### config.mk
export PLATFORM = sky130hd
export DESIGN_NAME = multi_pipe_game_controller_flat
export DESIGN_NICKNAME = d
export VERILOG_FILES = /design/src/rtl/multi_pipe_game_controller_if.sv /design/src/rtl/multi_pipe_game_controller.sv /design/src/flat_wrapper.sv
export SDC_FILE = /design/constraint.sdc
export NUM_CORES = 1
export LEC_CHECK = 0
export ABC_AREA = 1
export ABC_CLOCK_PERIOD_IN_PS = 5500
export CORE_AREA = 2 2 158 160
export DETAILED_ROUTE_END_ITERATION = 7
export DIE_AREA = 0 0 160 162
export HOLD_SLACK_MARGIN = 0.15
export PLACE_DENSITY = 0.67
export SYNTH_ARGS = -nofsm -noshare
export SYNTH_HDL_FRONTEND = slang
export SYNTH_SLANG_ARGS = --single-unit
### constraint.sdc
create_clock -name clk -period 5.5 [get_ports clk]
set_input_delay 1.1 -clock clk [delete_from_list [all_inputs] [get_ports clk]]
set_output_delay 1.1 -clock clk [all_outputs]
set_load 0.02 [all_outputs]
### src/rtl/multi_pipe_game_controller_if.sv
// Bus between the game controller, the bird-physics block (bird_y, buttons)
// and the VGA renderer (pipe positions, score, state).
`timescale 1ns/1ps
interface multi_pipe_game_controller_if #(
  parameter int NUM_PIPES = 3,
  parameter int X_W       = 11,
  parameter int SCORE_W   = 10
) ();
  logic                      frame_tick;
  logic                      start_button;
  logic [9:0]                bird_y;
  logic [NUM_PIPES*X_W-1:0]  pipe_x_flat;
  logic [NUM_PIPES*10-1:0]   gap_y_flat;
  logic [SCORE_W-1:0]        score;
  logic [3:0]                speed;
  logic                      collision_out;
  logic [1:0]                state;

  modport master (
    output frame_tick, start_button, bird_y,
    input  pipe_x_flat, gap_y_flat, score, speed, collision_out, state
  );

  modport slave (
    input  frame_tick, start_button, bird_y,
    output pipe_x_flat, gap_y_flat, score, speed, collision_out, state
  );
endinterface

### src/rtl/multi_pipe_game_controller.sv
// Flappy-style game controller: scrolls NUM_PIPES pipe columns on frame_tick,
// draws gaps from an LFSR, detects collisions, keeps score and speed level.
`timescale 1ns/1ps
module multi_pipe_game_controller #(
  parameter int NUM_PIPES     = 3,
  parameter int X_W           = 11,
  parameter int SCREEN_WIDTH  = 640,
  parameter int SCREEN_HEIGHT = 480,
  parameter int PIPE_WIDTH    = 30,
  parameter int GAP_HEIGHT    = 100,
  parameter int GAP_MIN       = 40,
  parameter int GAP_MASK      = 255,
  parameter int PIPE_SPACING  = 240,
  parameter int BIRD_X        = 200,
  parameter int BIRD_WIDTH    = 20,
  parameter int BIRD_HEIGHT   = 20,
  parameter int SPEED_INIT    = 4,
  parameter int SPEED_MAX     = 12,
  parameter int LEVEL_PIPES   = 5,
  parameter int SCORE_W       = 10
) (
  input logic                        clk,
  input logic                        reset,
  multi_pipe_game_controller_if.slave bus
);

  localparam logic [1:0] ST_IDLE      = 2'b00;
  localparam logic [1:0] ST_PLAY      = 2'b01;
  localparam logic [1:0] ST_GAME_OVER = 2'b10;

  localparam int CW    = (X_W > 11) ? X_W + 1 : 12;
  localparam int SPAN  = NUM_PIPES * PIPE_SPACING;
  localparam int LVL_W = $clog2(LEVEL_PIPES + 1);

  localparam logic [SCORE_W-1:0] SCORE_MAX = '1;
  localparam logic [9:0]         GAP_INIT  = 10'(GAP_MIN);
  localparam logic [15:0]        LFSR_SEED = 16'hACE1;

  if (NUM_PIPES * PIPE_SPACING < SCREEN_WIDTH + PIPE_WIDTH) begin : g_bad_spacing
    $error("pipe columns do not cover the screen");
  end
  if (GAP_MIN + GAP_MASK + GAP_HEIGHT > SCREEN_HEIGHT) begin : g_bad_gap
    $error("gap range exceeds the screen height");
  end
  if (SCREEN_WIDTH + (NUM_PIPES - 1) * PIPE_SPACING >= (1 << X_W)) begin : g_bad_xw
    $error("initial pipe x does not fit in X_W");
  end
  if (PIPE_SPACING <= SPEED_MAX || SPEED_MAX > 15 || SPEED_INIT < 1 || SPEED_INIT > SPEED_MAX) begin : g_bad_speed
    $error("illegal speed configuration");
  end

  logic [1:0]         state_q;
  logic [X_W-1:0]     pipe_x_q   [NUM_PIPES];
  logic [9:0]         gap_y_q    [NUM_PIPES];
  logic [X_W-1:0]     pipe_x_nxt [NUM_PIPES];
  logic               pipe_hit   [NUM_PIPES];
  logic               pipe_pass  [NUM_PIPES];
  logic               pipe_wrap  [NUM_PIPES];
  logic [SCORE_W-1:0] score_q;
  logic [3:0]         speed_q;
  logic [LVL_W-1:0]   level_q;
  logic               collision_q;
  logic [15:0]        lfsr_q;

  logic [CW-1:0]              bird_top, bird_bot;
  logic                       floor_hit, crash, scored, lfsr_fb;
  logic [9:0]                 gap_new;
  logic [NUM_PIPES*X_W-1:0]   pipe_x_flat;
  logic [NUM_PIPES*10-1:0]    gap_y_flat;

  assign bird_top  = CW'(bus.bird_y);
  assign bird_bot  = bird_top + CW'(BIRD_HEIGHT);
  assign floor_hit = bird_bot > CW'(SCREEN_HEIGHT);
  assign gap_new   = GAP_INIT + (lfsr_q[9:0] & 10'(GAP_MASK));
  assign lfsr_fb   = lfsr_q[15] ^ lfsr_q[13] ^ lfsr_q[12] ^ lfsr_q[10];

  // All geometry is widened to CW bits so sums never wrap.
  for (genvar g = 0; g < NUM_PIPES; g++) begin : g_pipe
    logic [CW-1:0] px, px_moved, gap_top;
    logic          overlap, outside;
    assign px       = CW'(pipe_x_q[g]);
    assign px_moved = px - CW'(speed_q);
    assign gap_top  = CW'(gap_y_q[g]);
    assign overlap  = (px < CW'(BIRD_X + BIRD_WIDTH)) && ((px + CW'(PIPE_WIDTH)) > CW'(BIRD_X));
    assign outside  = (bird_top < gap_top) || (bird_bot > gap_top + CW'(GAP_HEIGHT));
    assign pipe_wrap[g]  = px <= CW'(speed_q);
    assign pipe_hit[g]   = overlap && outside;
    assign pipe_pass[g]  = !pipe_wrap[g] && ((px + CW'(PIPE_WIDTH)) >= CW'(BIRD_X))
                           && ((px_moved + CW'(PIPE_WIDTH)) < CW'(BIRD_X));
    assign pipe_x_nxt[g] = pipe_wrap[g] ? X_W'(px + CW'(SPAN) - CW'(speed_q)) : X_W'(px_moved);
  end

  // NOTE: every output of a combinational block gets a default at the top so no path can infer a latch.
  always_comb begin
    crash       = floor_hit;
    scored      = 1'b0;
    pipe_x_flat = '0;
    gap_y_flat  = '0;
    for (int i = 0; i < NUM_PIPES; i++) begin
      crash  = crash | pipe_hit[i];
      scored = scored | pipe_pass[i];
      pipe_x_flat[i*X_W +: X_W] = pipe_x_q[i];
      gap_y_flat[i*10 +: 10]    = gap_y_q[i];
    end
  end

  // Pipes stay PIPE_SPACING apart and PIPE_SPACING > SPEED_MAX, so at most one
  // trailing edge crosses the bird per tick and the score moves by one at most.
  // level_q tracks score modulo LEVEL_PIPES without a divider.
  // NOTE: state uses non-blocking assignments so every register samples pre-edge values.
  // NOTE: the pipe/gap arrays are a handful of flops, not RAM, so they take the async reset like any other state.
  always_ff @(posedge clk or posedge reset) begin
    if (reset) begin
      state_q     <= ST_IDLE;
      score_q     <= '0;
      speed_q     <= 4'(SPEED_INIT);
      level_q     <= '0;
      collision_q <= 1'b0;
      lfsr_q      <= LFSR_SEED;
      for (int i = 0; i < NUM_PIPES; i++) begin
        pipe_x_q[i] <= X_W'(SCREEN_WIDTH + i * PIPE_SPACING);
        gap_y_q[i]  <= GAP_INIT;
      end
    end else begin
      lfsr_q <= {lfsr_q[14:0], lfsr_fb};
      case (state_q)
        ST_IDLE: begin
          if (bus.start_button) state_q <= ST_PLAY;
        end
        ST_PLAY: begin
          if (bus.frame_tick) begin
            if (crash) begin
              collision_q <= 1'b1;
              state_q     <= ST_GAME_OVER;
            end else begin
              for (int i = 0; i < NUM_PIPES; i++) begin
                pipe_x_q[i] <= pipe_x_nxt[i];
                if (pipe_wrap[i]) gap_y_q[i] <= gap_new;
              end
              if (scored && score_q != SCORE_MAX) begin
                score_q <= score_q + SCORE_W'(1);
                if (level_q == LVL_W'(LEVEL_PIPES - 1)) begin
                  level_q <= '0;
                  if (speed_q < 4'(SPEED_MAX)) speed_q <= speed_q + 4'd1;
                end else begin
                  level_q <= level_q + LVL_W'(1);
                end
              end
            end
          end
        end
        ST_GAME_OVER: begin
          if (bus.start_button) begin
            state_q     <= ST_IDLE;
            score_q     <= '0;
            speed_q     <= 4'(SPEED_INIT);
            level_q     <= '0;
            collision_q <= 1'b0;
            for (int i = 0; i < NUM_PIPES; i++) begin
              pipe_x_q[i] <= X_W'(SCREEN_WIDTH + i * PIPE_SPACING);
              gap_y_q[i]  <= GAP_INIT;
            end
          end
        end
        default: state_q <= ST_IDLE;
      endcase
    end
  end

  assign bus.pipe_x_flat   = pipe_x_flat;
  assign bus.gap_y_flat    = gap_y_flat;
  assign bus.score         = score_q;
  assign bus.speed         = speed_q;
  assign bus.collision_out = collision_q;
  assign bus.state         = state_q;

endmodule

### src/flat_wrapper.sv
// flat-port wrapper written by rule: the top's interface ports become plain ports
module multi_pipe_game_controller_flat 
#(
  parameter int NUM_PIPES     = 3,
  parameter int X_W           = 11,
  parameter int SCREEN_WIDTH  = 640,
  parameter int SCREEN_HEIGHT = 480,
  parameter int PIPE_WIDTH    = 30,
  parameter int GAP_HEIGHT    = 100,
  parameter int GAP_MIN       = 40,
  parameter int GAP_MASK      = 255,
  parameter int PIPE_SPACING  = 240,
  parameter int BIRD_X        = 200,
  parameter int BIRD_WIDTH    = 20,
  parameter int BIRD_HEIGHT   = 20,
  parameter int SPEED_INIT    = 4,
  parameter int SPEED_MAX     = 12,
  parameter int LEVEL_PIPES   = 5,
  parameter int SCORE_W       = 10
)
  (clk, reset, bus_frame_tick, bus_start_button, bus_bird_y, bus_pipe_x_flat, bus_gap_y_flat, bus_score, bus_speed, bus_collision_out, bus_state);
  multi_pipe_game_controller_if #(.NUM_PIPES(NUM_PIPES), .X_W(X_W), .SCORE_W(SCORE_W)) bus_i ();
  input logic clk;
  input logic reset;
  input wire logic [$bits(bus_i.frame_tick)-1:0] bus_frame_tick;
  input wire logic [$bits(bus_i.start_button)-1:0] bus_start_button;
  input wire logic [$bits(bus_i.bird_y)-1:0] bus_bird_y;
  output wire logic [$bits(bus_i.pipe_x_flat)-1:0] bus_pipe_x_flat;
  output wire logic [$bits(bus_i.gap_y_flat)-1:0] bus_gap_y_flat;
  output wire logic [$bits(bus_i.score)-1:0] bus_score;
  output wire logic [$bits(bus_i.speed)-1:0] bus_speed;
  output wire logic [$bits(bus_i.collision_out)-1:0] bus_collision_out;
  output wire logic [$bits(bus_i.state)-1:0] bus_state;
  assign bus_i.frame_tick = bus_frame_tick;
  assign bus_i.start_button = bus_start_button;
  assign bus_i.bird_y = bus_bird_y;
  assign bus_pipe_x_flat = bus_i.pipe_x_flat;
  assign bus_gap_y_flat = bus_i.gap_y_flat;
  assign bus_score = bus_i.score;
  assign bus_speed = bus_i.speed;
  assign bus_collision_out = bus_i.collision_out;
  assign bus_state = bus_i.state;
  multi_pipe_game_controller #(.NUM_PIPES(NUM_PIPES), .X_W(X_W), .SCREEN_WIDTH(SCREEN_WIDTH), .SCREEN_HEIGHT(SCREEN_HEIGHT), .PIPE_WIDTH(PIPE_WIDTH), .GAP_HEIGHT(GAP_HEIGHT), .GAP_MIN(GAP_MIN), .GAP_MASK(GAP_MASK), .PIPE_SPACING(PIPE_SPACING), .BIRD_X(BIRD_X), .BIRD_WIDTH(BIRD_WIDTH), .BIRD_HEIGHT(BIRD_HEIGHT), .SPEED_INIT(SPEED_INIT), .SPEED_MAX(SPEED_MAX), .LEVEL_PIPES(LEVEL_PIPES), .SCORE_W(SCORE_W)) u_core (.clk(clk), .reset(reset), .bus(bus_i));
endmodule
Yosys cells after proc, flatten, opt, wreduce, memory -nomap -nowiden
Index checks and enable logic that the tools add are counted.

Register bits: 99. Input port bits: 14. Output and inout bits: 80.

$add $sub $neg: 23. $lt $le $gt $ge: 23. Equal/unequal tests: 15. Muxes and demuxes: 41. Bitwise gates (word level): 8. Reductions and logical operators: 29.

Operators with widths (number): $mux W33 (3); $mux W30 (3); $mux W10 (7); $pmux W33 S2 (1); $pmux W30 S2 (1); $add A11 B5 Y12 const B (3); $add A12 B5 Y12 const B (3); $ge A12 B8 Y1 const B (3); $gt A12 B12 Y1 (3); $gt A12 B8 Y1 const B (3); $lt A12 B8 Y1 const B (3); $sub A11 B4 Y12 (3); $add A10 B7 Y11 const B (3); $add A11 B10 Y11 const B (3); $le A11 B4 Y1 (3); $lt A11 B8 Y1 const B (3); $mux W11 (3); $sub A11 B4 Y11 (3); $lt A10 B10 Y1 (3); $mux W4 (6); $pmux W10 S2 (1); $reduce_and A5 Y1 (4); $mux W3 (5); $ne A2 B1 Y1 const B (7); 27 further kinds (59).

Longest topological paths before layout
Gate-level depths: netlist of run 1.

Depth after elaboration: 11. Gate-level depth with buffers: 24. Depth with buffers taken out: 23.

Worst setup path before layout of run 1
No wires, ideal clock.

Path type: input to register. From: in bus_bird_y[2]. To: reg u_core.score_q[0] (netlist: u_core.bus.score[0]). Library setup time: 0.118 ns. Arrival: 3.458 ns. Required time: 5.382 ns. Path slack: 1.923 ns. Stages: 21. Cells stage by stage: ha_1 o21ai_0 xor2_1 inv_1 ha_1 nand2_1 nor2_1 nor3_1 nand2_1 nand2_1 nand2_1 a21oi_1 nor2_1 nor2_1 nand2_2 a21oi_4 buf_6 nand2_4 buf_6 nand2_1 o21ai_2.

Longest elaborated chain between the ends: 9. Elaborated cells between the ends (all ways): 19.

RTL lines: start, declared (RTL line flat_wrapper.sv:27) `input wire logic [$bits(bus_i.bird_y)-1:0] bus_bird_y;`; $add A10 B5 Y11 (RTL line multi_pipe_game_controller.sv:72) `assign bird_bot = bird_top + CW'(BIRD_HEIGHT);`; $gt A12 B12 Y1 (RTL line multi_pipe_game_controller.sv:85) `assign outside = (bird_top < gap_top) || (bird_bot > gap_top + CW'(GAP_HEIGHT));`; $logic_or A1 B1 Y1 (RTL line multi_pipe_game_controller.sv:85); $logic_and A1 B1 Y1 (RTL line multi_pipe_game_controller.sv:87) `assign pipe_hit[g] = overlap && outside;`; $or A1 B1 Y1 (2 in a row) (RTL line multi_pipe_game_controller.sv:100) `crash = crash | pipe_hit[i];`; $or A1 B1 Y1 (*) (RTL line multi_pipe_game_controller.sv:100); $ne A2 B2 Y1 (no source line) (*); $reduce_and A5 Y1 (no source line) (*); end signal, assigned (RTL line multi_pipe_game_controller.sv:141) `score_q <= score_q + SCORE_W'(1);`; end, declared (RTL line multi_pipe_game_controller.sv:59) `logic [SCORE_W-1:0] score_q;`.

Mark *: on every way between the ends. The rest lies on a longest branch, timed or not. A chain may end at the register's enable or synchronous reset.

Worst setup path after layout of run 1
From: in bus_bird_y[2]. To: reg u_core.pipe_x_q, in the netlist u_core.bus.pipe_x_flat[0].

Longest elaborated chain between the ends: 9. Elaborated cells between the ends (all ways): 19.

RTL lines: $add A10 B5 Y11 (RTL line multi_pipe_game_controller.sv:72); $gt A12 B12 Y1 (RTL line multi_pipe_game_controller.sv:85); $logic_or A1 B1 Y1 (RTL line multi_pipe_game_controller.sv:85); $logic_and A1 B1 Y1 (RTL line multi_pipe_game_controller.sv:87); $or A1 B1 Y1 (2 in a row) (RTL line multi_pipe_game_controller.sv:100); $or A1 B1 Y1 (*) (RTL line multi_pipe_game_controller.sv:100); $ne A2 B2 Y1 (no source line) (*); $reduce_and A4 Y1 (no source line) (*); end signal, assigned by index (RTL line multi_pipe_game_controller.sv:121) `pipe_x_q[i] <= X_W'(SCREEN_WIDTH + i * PIPE_SPACING);`; end signal, assigned by index (RTL line multi_pipe_game_controller.sv:137) `pipe_x_q[i] <= pipe_x_nxt[i];`; end signal, assigned by index (RTL line multi_pipe_game_controller.sv:160) `pipe_x_q[i] <= X_W'(SCREEN_WIDTH + i * PIPE_SPACING);`; end, declared (RTL line multi_pipe_game_controller.sv:53) `logic [X_W-1:0] pipe_x_q [NUM_PIPES];`.

Marks and branches as above.

==> flow_results.xml, run 1 <==
<?xml version="1.0" encoding="UTF-8"?>
<metrics>
  <group name="yosys">
    <metric name="netlist-cell-type-count" unit="">46</metric>
    <metric name="synth_compound_area_share" unit="%">13.0</metric>
    <metric name="post_synth_fa_ha_maj_area_fraction" unit="%">18.4</metric>
    <metric name="synth_area_leaders" unit="">dfrtp_1 19%, ha_1 16%, nand2_1 13%</metric>
    <metric name="fraction_of_the_yosys_area_taken_by_sequential_cells" unit="%">26.3</metric>
    <metric name="post-synth-top-area-fraction" unit="%">19.2</metric>
    <metric name="postSynthRegisterBits" unit="">96</metric>
    <metric name="synthMuxAreaShare" unit="%">0</metric>
    <metric name="synth_flop_cell" unit="">dfrtp_1</metric>
    <metric name="synth-warning-count" unit="">0</metric>
    <metric name="cell_type_with_the_highest_aggregate_area_in_the_netlist" unit="">dfrtp_1</metric>
    <metric name="synth-simple-area-share" unit="%">28.7</metric>
    <metric name="post_synth_xor_area_fraction" unit="%">4.73</metric>
    <metric name="synth.top_cells.by_count" unit="">322 x nand2_1, 160 x inv_1, 117 x ha_1, 103 x nand3_1, 102 x nor2_1</metric>
    <metric name="synth_top_family_by_area" unit="">simple AND/OR/NAND/NOR gates</metric>
    <metric name="synthArstFlopShare" unit="%">100</metric>
    <metric name="syn_area" unit="sq um">9250</metric>
    <metric name="synth_enable_flop_cells" unit="">0</metric>
    <metric name="synth_cells" unit="">1297</metric>
    <metric name="synth_most_common_cell" unit="">nand2_1</metric>
    <metric name="synth_area_per_cell" unit="sq um">7.13</metric>
  </group>
  <group name="global_routing">
    <metric name="globalRoute.totalOverflow" unit="">0</metric>
    <metric name="global_route_wire_length_before_repair" unit="mm">41.1</metric>
    <metric name="grt.total_usage" unit="%">19.5</metric>
    <metric name="antenna_found_initial" unit="">0</metric>
    <metric name="vias_in_the_first_global_route" unit="">8067</metric>
    <metric name="grt_start_max_net_pins" unit="">61</metric>
  </group>
  <group name="sta">
    <metric name="drv_slew" unit="">0</metric>
    <metric name="worst_slew_pin_slew" unit="ps">1050</metric>
    <metric name="setup_tns" unit="ps">0</metric>
    <metric name="hold_violations" unit="">0</metric>
    <metric name="report.final.setup_viol" unit="">0</metric>
    <metric name="achievable-frequency" unit="MHz">225</metric>
    <metric name="clock_tree_skew_after_final_layout" unit="ps">13.8</metric>
    <metric name="period_minus_slack" unit="ps">4450</metric>
    <metric name="final_critical_path_setup_slack" unit="ps">1050</metric>
    <metric name="timing.final.crit_share" unit="%">81.0</metric>
    <metric name="setup_repair_after_global_routing_missed_its_margin" unit="">no</metric>
    <metric name="worst_slew_margin_relative_to_its_limit" unit="%">29.9</metric>
  </group>
  <group name="clock_network">
    <metric name="cts_htree_levels" unit="">3</metric>
    <metric name="cts_setup_buffers" unit="">0</metric>
    <metric name="cts_tree" unit="">done</metric>
    <metric name="hold_buffers_post_cts" unit="">0</metric>
    <metric name="clock_sinks" unit="">96</metric>
    <metric name="ctsResizeCount" unit="">0</metric>
    <metric name="clock_latency" unit="ps">360</metric>
    <metric name="cts.root.buffer_cell" unit="">clkbuf_16</metric>
    <metric name="inserted_clock_buffers" unit="">9</metric>
    <metric name="clock_tree.buffer_depth" unit="">2</metric>
    <metric name="clock_pin_slew_on_the_worst_setup_and_hold_paths" unit="ps">70</metric>
  </group>
  <group name="min_path">
    <metric name="hold-path-cell-count" unit="">0</metric>
    <metric name="whs_endpoint" unit="">u_core.lfsr_q[9]</metric>
    <metric name="hold_start" unit="">u_core.lfsr_q[8]</metric>
    <metric name="holdCritPathClass" unit="">register to register</metric>
  </group>
  <group name="floorplan">
    <metric name="ioPinCount" unit="">94</metric>
    <metric name="floorplan.die.width" unit="um">160</metric>
    <metric name="floorplan.rows" unit="">57</metric>
    <metric name="dieArea" unit="sq um">25900</metric>
    <metric name="floorplan.initialDensity" unit="%">38.4</metric>
    <metric name="die_height" unit="um">162</metric>
    <metric name="area_inside_the_core_boundary" unit="sq um">24100</metric>
  </group>
  <group name="setup_path">
    <metric name="critical-path-max-stage-delay" unit="ps">540</metric>
    <metric name="critical_path_start_type" unit="">input port</metric>
    <metric name="cp.depth" unit="">19</metric>
    <metric name="criticalPathCategory" unit="">input port to register</metric>
    <metric name="r2r_end" unit="">u_core.bus.gap_y_flat[7]</metric>
    <metric name="critical_path.endpoint_type" unit="">register</metric>
    <metric name="worst_setup_slack_for_register_to_register_paths" unit="ps">1710</metric>
    <metric name="cp.buffers_inverters" unit="">2</metric>
    <metric name="worst_path_dominant_cell_family" unit="">simple AND/OR/NAND/NOR gates</metric>
    <metric name="crit_path_max_fanout" unit="">26</metric>
    <metric name="number_of_cells_on_the_worst_reg_to_reg_path" unit="">13</metric>
    <metric name="crit_chain" unit="">clkdlybuf4s50_1, ha_1, o21ai_0, xor2_1, inv_1, ha_1, nand2_1, nor2_1, nor3_1, nand2_1, nand2_1, nand2_1, a21oi_1, nor2_1, nor2_2, nand2_2, nand2_1, nand2_1, o31ai_1</metric>
    <metric name="timing.critical_path.slowest_stage_cell" unit="">clkdlybuf4s50_1</metric>
    <metric name="worst_path_most_repeated_cell" unit="">nand2_1</metric>
    <metric name="worst-endpoint-required" unit="ps">5740</metric>
    <metric name="crit-reg2reg-launch" unit="">u_core.bus.speed[2]</metric>
    <metric name="cp.arrival" unit="ps">4700</metric>
  </group>
  <group name="pwr">
    <metric name="power.density" unit="nW/um^2">579</metric>
    <metric name="worst_ir_drop_vdd" unit="uV">327</metric>
    <metric name="p_leak" unit="nW">5.04</metric>
  </group>
  <group name="cells_and_area">
    <metric name="drive_above_1_share" unit="%">7.18</metric>
    <metric name="design.final.nets" unit="">1517</metric>
    <metric name="synthToLayoutAreaGrowth" unit="%">15.8</metric>
    <metric name="nFillCells" unit="">2487</metric>
    <metric name="antenna_cells" unit="">0</metric>
    <metric name="post-route-util" unit="%">44.4</metric>
  </group>
  <group name="route">
    <metric name="route.detailed.drc" unit="">0</metric>
    <metric name="post_drt_via_cell_ratio" unit="">5.08</metric>
    <metric name="drt_first_pass_iters" unit="">5</metric>
    <metric name="ant_nets" unit="">0</metric>
    <metric name="drt_first_iter_violations" unit="">577</metric>
    <metric name="via_count" unit="">8650</metric>
    <metric name="wirelength" unit="mm">25.1</metric>
    <metric name="drt-wirelength-per-cell" unit="um">14.7</metric>
  </group>
  <group name="placed_design">
    <metric name="dp_worst_setup_slack" unit="ps">712</metric>
    <metric name="numPortBuffers" unit="">90</metric>
    <metric name="gp_congestion" unit="">0.912</metric>
    <metric name="post-dp-hpwl" unit="mm">19.8</metric>
  </group>
  <group name="job">
    <metric name="maxCapViolCount" unit="">0</metric>
  </group>
  <group name="outcome">
    <metric name="outcome" unit="">complete, no violations</metric>
  </group>
</metrics>
## cell usage in the layout (no fill, tap or decap), types with 2 or more instances in the layout
cell type / synthesis / final
a211oi_1: 8 / 8
a21oi_1: 57 / 57
buf_4: 8 / 4
clkbuf_16: 0 / 9
clkdlybuf4s50_1: 0 / 90
clkinv_1: 2 / 2
clkinvlp_4: 0 / 2
conb_1: 1 / 3
dfrtp_1: 71 / 71
dfstp_2: 25 / 25
fa_1: 12 / 12
ha_1: 117 / 117
inv_1: 160 / 159
inv_2: 7 / 7
nand2_1: 322 / 322
nand2_2: 8 / 8
nand3_1: 103 / 103
nand3_2: 6 / 6
nand3b_1: 5 / 5
nand4_1: 20 / 20
nor2_1: 102 / 102
nor2_2: 7 / 7
nor3_1: 17 / 17
nor3b_1: 2 / 2
nor4_1: 4 / 4
o211ai_1: 13 / 13
o21ai_0: 101 / 101
o21ai_1: 5 / 5
o21ai_2: 13 / 13
o31ai_1: 6 / 6
or2_2: 9 / 9
or3_1: 2 / 2
xnor2_1: 10 / 10
xor2_1: 40 / 40
## worst max path at each step
stage	startpoint	end	slack [ps]
CTS	bus_bird_y[2]	u_core.bus.pipe_x_flat[0]	1050
floorplan	bus_bird_y[2]	u_core.bus.score[0]	1920
detailed placement	bus_bird_y[2]	u_core.bus.pipe_x_flat[22]	710
global placement	bus_bird_y[2]	u_core.bus.pipe_x_flat[0]	830
finish	bus_bird_y[2]	u_core.bus.pipe_x_flat[0]	1050
global route	bus_bird_y[2]	u_core.bus.pipe_x_flat[11]	670
## state kept, by name, summed over array words and instances (netlist names)
name,flops
u_core.bus.collision_out,1
u_core.bus.gap_y_flat,27
u_core.bus.pipe_x_flat,33
u_core.bus.score,10
u_core.bus.speed,4
u_core.bus.state,2
u_core.level_q,3
u_core.lfsr_q,16
## stage by stage
step | cell area [sq um] | hold WS (ps) | std cells | power, W
after detailed placement | 10400 | 336 | 1687 | 0.00555
final | 10700 | 350 | 1703 | 0.00621
after floorplan | 9260 | 331 | 1299 | 0.00439
after CTS | 10700 | 351 | 1703 | 0.00621
after global placement | 10400 | 336 | 1687 | 0.00549
after global routing | 10700 | 362 | 1703 | 0.00685
## kinds of logic (layout without fill, tap and decap cells)
| group | after synthesis | after routing |
|---|---|---|
| AOI/OAI and AO/OA | 210 | 210 |
| xor gates and xnor gates | 50 | 50 |
| adders and majority gates | 129 | 129 |
| buffers and inverters | 199 | 279 |
| DFF | 96 | 96 |
| other | 1 | 3 |
| and+or+nand+nor | 612 | 612 |
## layer usage
metal  wire length (um)  vias up  GRT usage, %
li1                   -     4401             -
met2              11100      215          31.6
met3               1220       27          3.01
met4                385        0          4.75
met1              12400     4007          27.5
met5                  0        -             0
## power by group
group	internal [W]	leakage, nW	switching, W
Sequential	0.000936	1.21	0.000381
Combinational	0.00158	3.70	0.00268
Clock	0.000354	0.139	0.000274
Total	0.00287	5.04	0.00334
## area by class of cell
type                       instances  area (sq um)  area share (%)
sequential                        96          2430            22.7
clock buffer                      10           229            2.14
multi-input combinational       1004          6010            56.1
clock inverter                     6          67.6           0.631
inverter                         169           637            5.94
tap                              324           405            3.78
timing repair buffer              94           931            8.69
(Power assumes the default switching activity.)
==> run 2: changes to the inputs <==
- ABC_CLOCK_PERIOD_IN_PS: 5500 -> 3900
- PLACE_DENSITY: 0.67 -> 0.7
- clock period: 5.5 -> 3.9 ns (I/O delays scaled with it)
==> flow_results.xml, run 2 (synthesis results as in run 1) <==
<?xml version="1.0" encoding="UTF-8"?>
<metrics>
  <group name="floorplan">
    <metric name="floorplan.initialDensity" unit="%">38.4</metric>
    <metric name="area_inside_the_core_boundary" unit="sq um">24100</metric>
    <metric name="ioPinCount" unit="">94</metric>
    <metric name="die_height" unit="um">162</metric>
    <metric name="floorplan.rows" unit="">57</metric>
    <metric name="floorplan.die.width" unit="um">160</metric>
    <metric name="dieArea" unit="sq um">25900</metric>
  </group>
  <group name="clock_network">
    <metric name="clock_sinks" unit="">96</metric>
    <metric name="clock_latency" unit="ps">350</metric>
    <metric name="cts_htree_levels" unit="">3</metric>
    <metric name="cts.root.buffer_cell" unit="">clkbuf_16</metric>
    <metric name="clock_tree.buffer_depth" unit="">2</metric>
    <metric name="cts_tree" unit="">done</metric>
    <metric name="clock_pin_slew_on_the_worst_setup_and_hold_paths" unit="ps">70</metric>
    <metric name="hold_buffers_post_cts" unit="">0</metric>
    <metric name="inserted_clock_buffers" unit="">9</metric>
  </group>
  <group name="setup_path">
    <metric name="crit_path_start" unit="">u_core.bus.speed[2]</metric>
    <metric name="critical_path_start_type" unit="">register</metric>
    <metric name="crit-reg2reg-launch" unit="">u_core.bus.speed[2]</metric>
    <metric name="criticalPathCategory" unit="">register to register</metric>
    <metric name="worst-endpoint-required" unit="ps">4140</metric>
    <metric name="crit_path_max_fanout" unit="">26</metric>
    <metric name="cp.arrival" unit="ps">3920</metric>
    <metric name="critical_path.endpoint_type" unit="">register</metric>
  </group>
  <group name="outcome">
    <metric name="outcome" unit="">complete, no violations</metric>
  </group>
  <group name="pwr">
    <metric name="p_leak" unit="nW">5.22</metric>
    <metric name="power.density" unit="nW/um^2">824</metric>
    <metric name="worst_ir_drop_vdd" unit="uV">498</metric>
  </group>
  <group name="placed_design">
    <metric name="post-dp-hpwl" unit="mm">19.8</metric>
    <metric name="placedCellCount" unit="">1710</metric>
    <metric name="gp_congestion" unit="">0.904</metric>
    <metric name="dp_worst_setup_slack" unit="ps">-198</metric>
    <metric name="numPortBuffers" unit="">90</metric>
  </group>
  <group name="job">
    <metric name="maxCapViolCount" unit="">0</metric>
  </group>
  <group name="route">
    <metric name="ant_nets" unit="">0</metric>
    <metric name="route.detailed.drc" unit="">0</metric>
    <metric name="post_drt_via_cell_ratio" unit="">5.08</metric>
    <metric name="met2RoutedLength" unit="mm">11.8</metric>
    <metric name="wirelength" unit="mm">25.3</metric>
    <metric name="drt-wirelength-per-cell" unit="um">14.7</metric>
    <metric name="drt_first_iter_violations" unit="">620</metric>
    <metric name="top_signal_layer_used" unit="">met4</metric>
    <metric name="routedLengthMet1" unit="mm">12.0</metric>
    <metric name="drt_first_pass_iters" unit="">5</metric>
    <metric name="met3_wirelength" unit="mm">1.27</metric>
    <metric name="via_count" unit="">8776</metric>
  </group>
  <group name="cells_and_area">
    <metric name="regArea" unit="sq um">2430</metric>
    <metric name="multi_input_comb_area" unit="sq um">6040</metric>
    <metric name="antenna_cells" unit="">0</metric>
    <metric name="post-route-util" unit="%">45.8</metric>
    <metric name="number_of_standard_cells_in_the_layout_taps_in_and_fillers_out" unit="">1727</metric>
    <metric name="design.final.nets" unit="">1541</metric>
    <metric name="drive_above_1_share" unit="%">8.98</metric>
    <metric name="nFillCells" unit="">2434</metric>
    <metric name="synthToLayoutAreaGrowth" unit="%">19.2</metric>
    <metric name="mostFrequentLayoutCell" unit="">nand2_1</metric>
    <metric name="largest_reg_flops" unit="">33</metric>
    <metric name="mostFrequentLayoutCells" unit="">322 x nand2_1, 158 x inv_1, 117 x ha_1</metric>
  </group>
  <group name="global_routing">
    <metric name="antenna_found_initial" unit="">0</metric>
    <metric name="global_route_wire_length_before_repair" unit="mm">41.9</metric>
    <metric name="globalRoute.totalOverflow" unit="">0</metric>
    <metric name="vias_in_the_first_global_route" unit="">8356</metric>
    <metric name="grt_start_max_net_pins" unit="">51</metric>
    <metric name="grt.total_usage" unit="%">19.7</metric>
  </group>
  <group name="min_path">
    <metric name="holdCritPathClass" unit="">register to register</metric>
    <metric name="hold_start" unit="">u_core.lfsr_q[14]</metric>
  </group>
  <group name="sta">
    <metric name="achievable-frequency" unit="MHz">272</metric>
    <metric name="hold_violations" unit="">0</metric>
    <metric name="clock_tree_skew_after_final_layout" unit="ps">10.9</metric>
    <metric name="setup_repair_after_global_routing_missed_its_margin" unit="">yes</metric>
    <metric name="worst_slew_pin_slew" unit="ps">851</metric>
    <metric name="worst_slew_margin_relative_to_its_limit" unit="%">43.2</metric>
    <metric name="timing.final.crit_share" unit="%">94.4</metric>
    <metric name="final_critical_path_setup_slack" unit="ps">219</metric>
    <metric name="report.final.setup_viol" unit="">0</metric>
    <metric name="drv_slew" unit="">0</metric>
    <metric name="period_minus_slack" unit="ps">3680</metric>
  </group>
</metrics>
## run 2: changes by cell type in the layout (fill, tap and decap cells not counted), moves of 2 or more
cell | before | now
buf_4 | 4 | 23
buf_12 | 0 | 5
o21ai_0 | 101 | 97
nand2_2 | 8 | 5
nand2_4 | 1 | 4
o21ai_1 | 5 | 8
bufinv_16 | 1 | 3
## run 2: per-layer routing
metal | vias to the layer above | global-route usage, %
met1 | 4074 | 27.0
met5 | - | 0
met4 | 0 | 3.28
li1 | 4443 | -
met3 | 17 | 2.35
met2 | 242 | 33.9
## run 2: final timing paths
check	to	slack, ps	depth (start not counted)
setup / recovery	u_core.bus.score[4]	220	21
min in group asynchronous	u_core.bus.pipe_x_flat[6]	860	2
setup reg to reg	u_core.bus.score[4]	220	21
max in group asynchronous	u_core.bus.pipe_x_flat[16]	2300	3
hold reg to reg	u_core.lfsr_q[15]	350	0
hold / removal	u_core.lfsr_q[15]	350	0
## run 2: report_power, final
group,internal [W],switching (W)
Combinational,0.00236,0.00385
Clock,0.000633,0.000418
Sequential,0.00132,0.000516
Total,0.00431,0.00478
## run 2: final cells by class
| class | count | share of cell area [%] |
|---|---|---|
| clock buffers | 10 | 2.08 |
| multi-input cells | 1004 | 54.7 |
| well taps | 324 | 3.68 |
| inverters | 169 | 5.77 |
| repair buffers | 118 | 10.6 |
| clock inverters | 6 | 1.04 |
| flip-flops and latches | 96 | 22.1 |
## run 2: metrics by stage
step	hold slack (ps)	instance area, sq um	TNS, ps	power [W]
3_5_place_dp	341	10700	-8330	0.00797
2_1_floorplan	331	9260	0	0.00619
4_1_cts	355	11000	0	0.00906
6_report	350	11000	0	0.00909
3_3_place_gp	337	10700	-1960	0.00785
5_1_grt	366	11000	-774	0.0100
## run 2: worst max-delay path: stages, from the launching register on
cell     delay, ps
dfstp_2        600
inv_1          240
ha_1           330
fa_1           380
inv_1          150
nand2_1        150
nand2_1         90
nand2_1         90
nand3_1        170
nand2_1        100
nor2_1         210
nand2_1         80
nand2_1         60
nand2_1         50
nor2_1          80
nand2_1         70
nand3_1         70
nand2_1         60
nand2_2        150
nand2_4        220
nand2_1        150
o21ai_2         60
## run 2: what timing repair did
action,4_1_cts,5_1_grt
endpoints found under the setup margin,0,59
endpoints found under the hold margin,0,0
gates resized for setup,0,10
buffers inserted,0,1
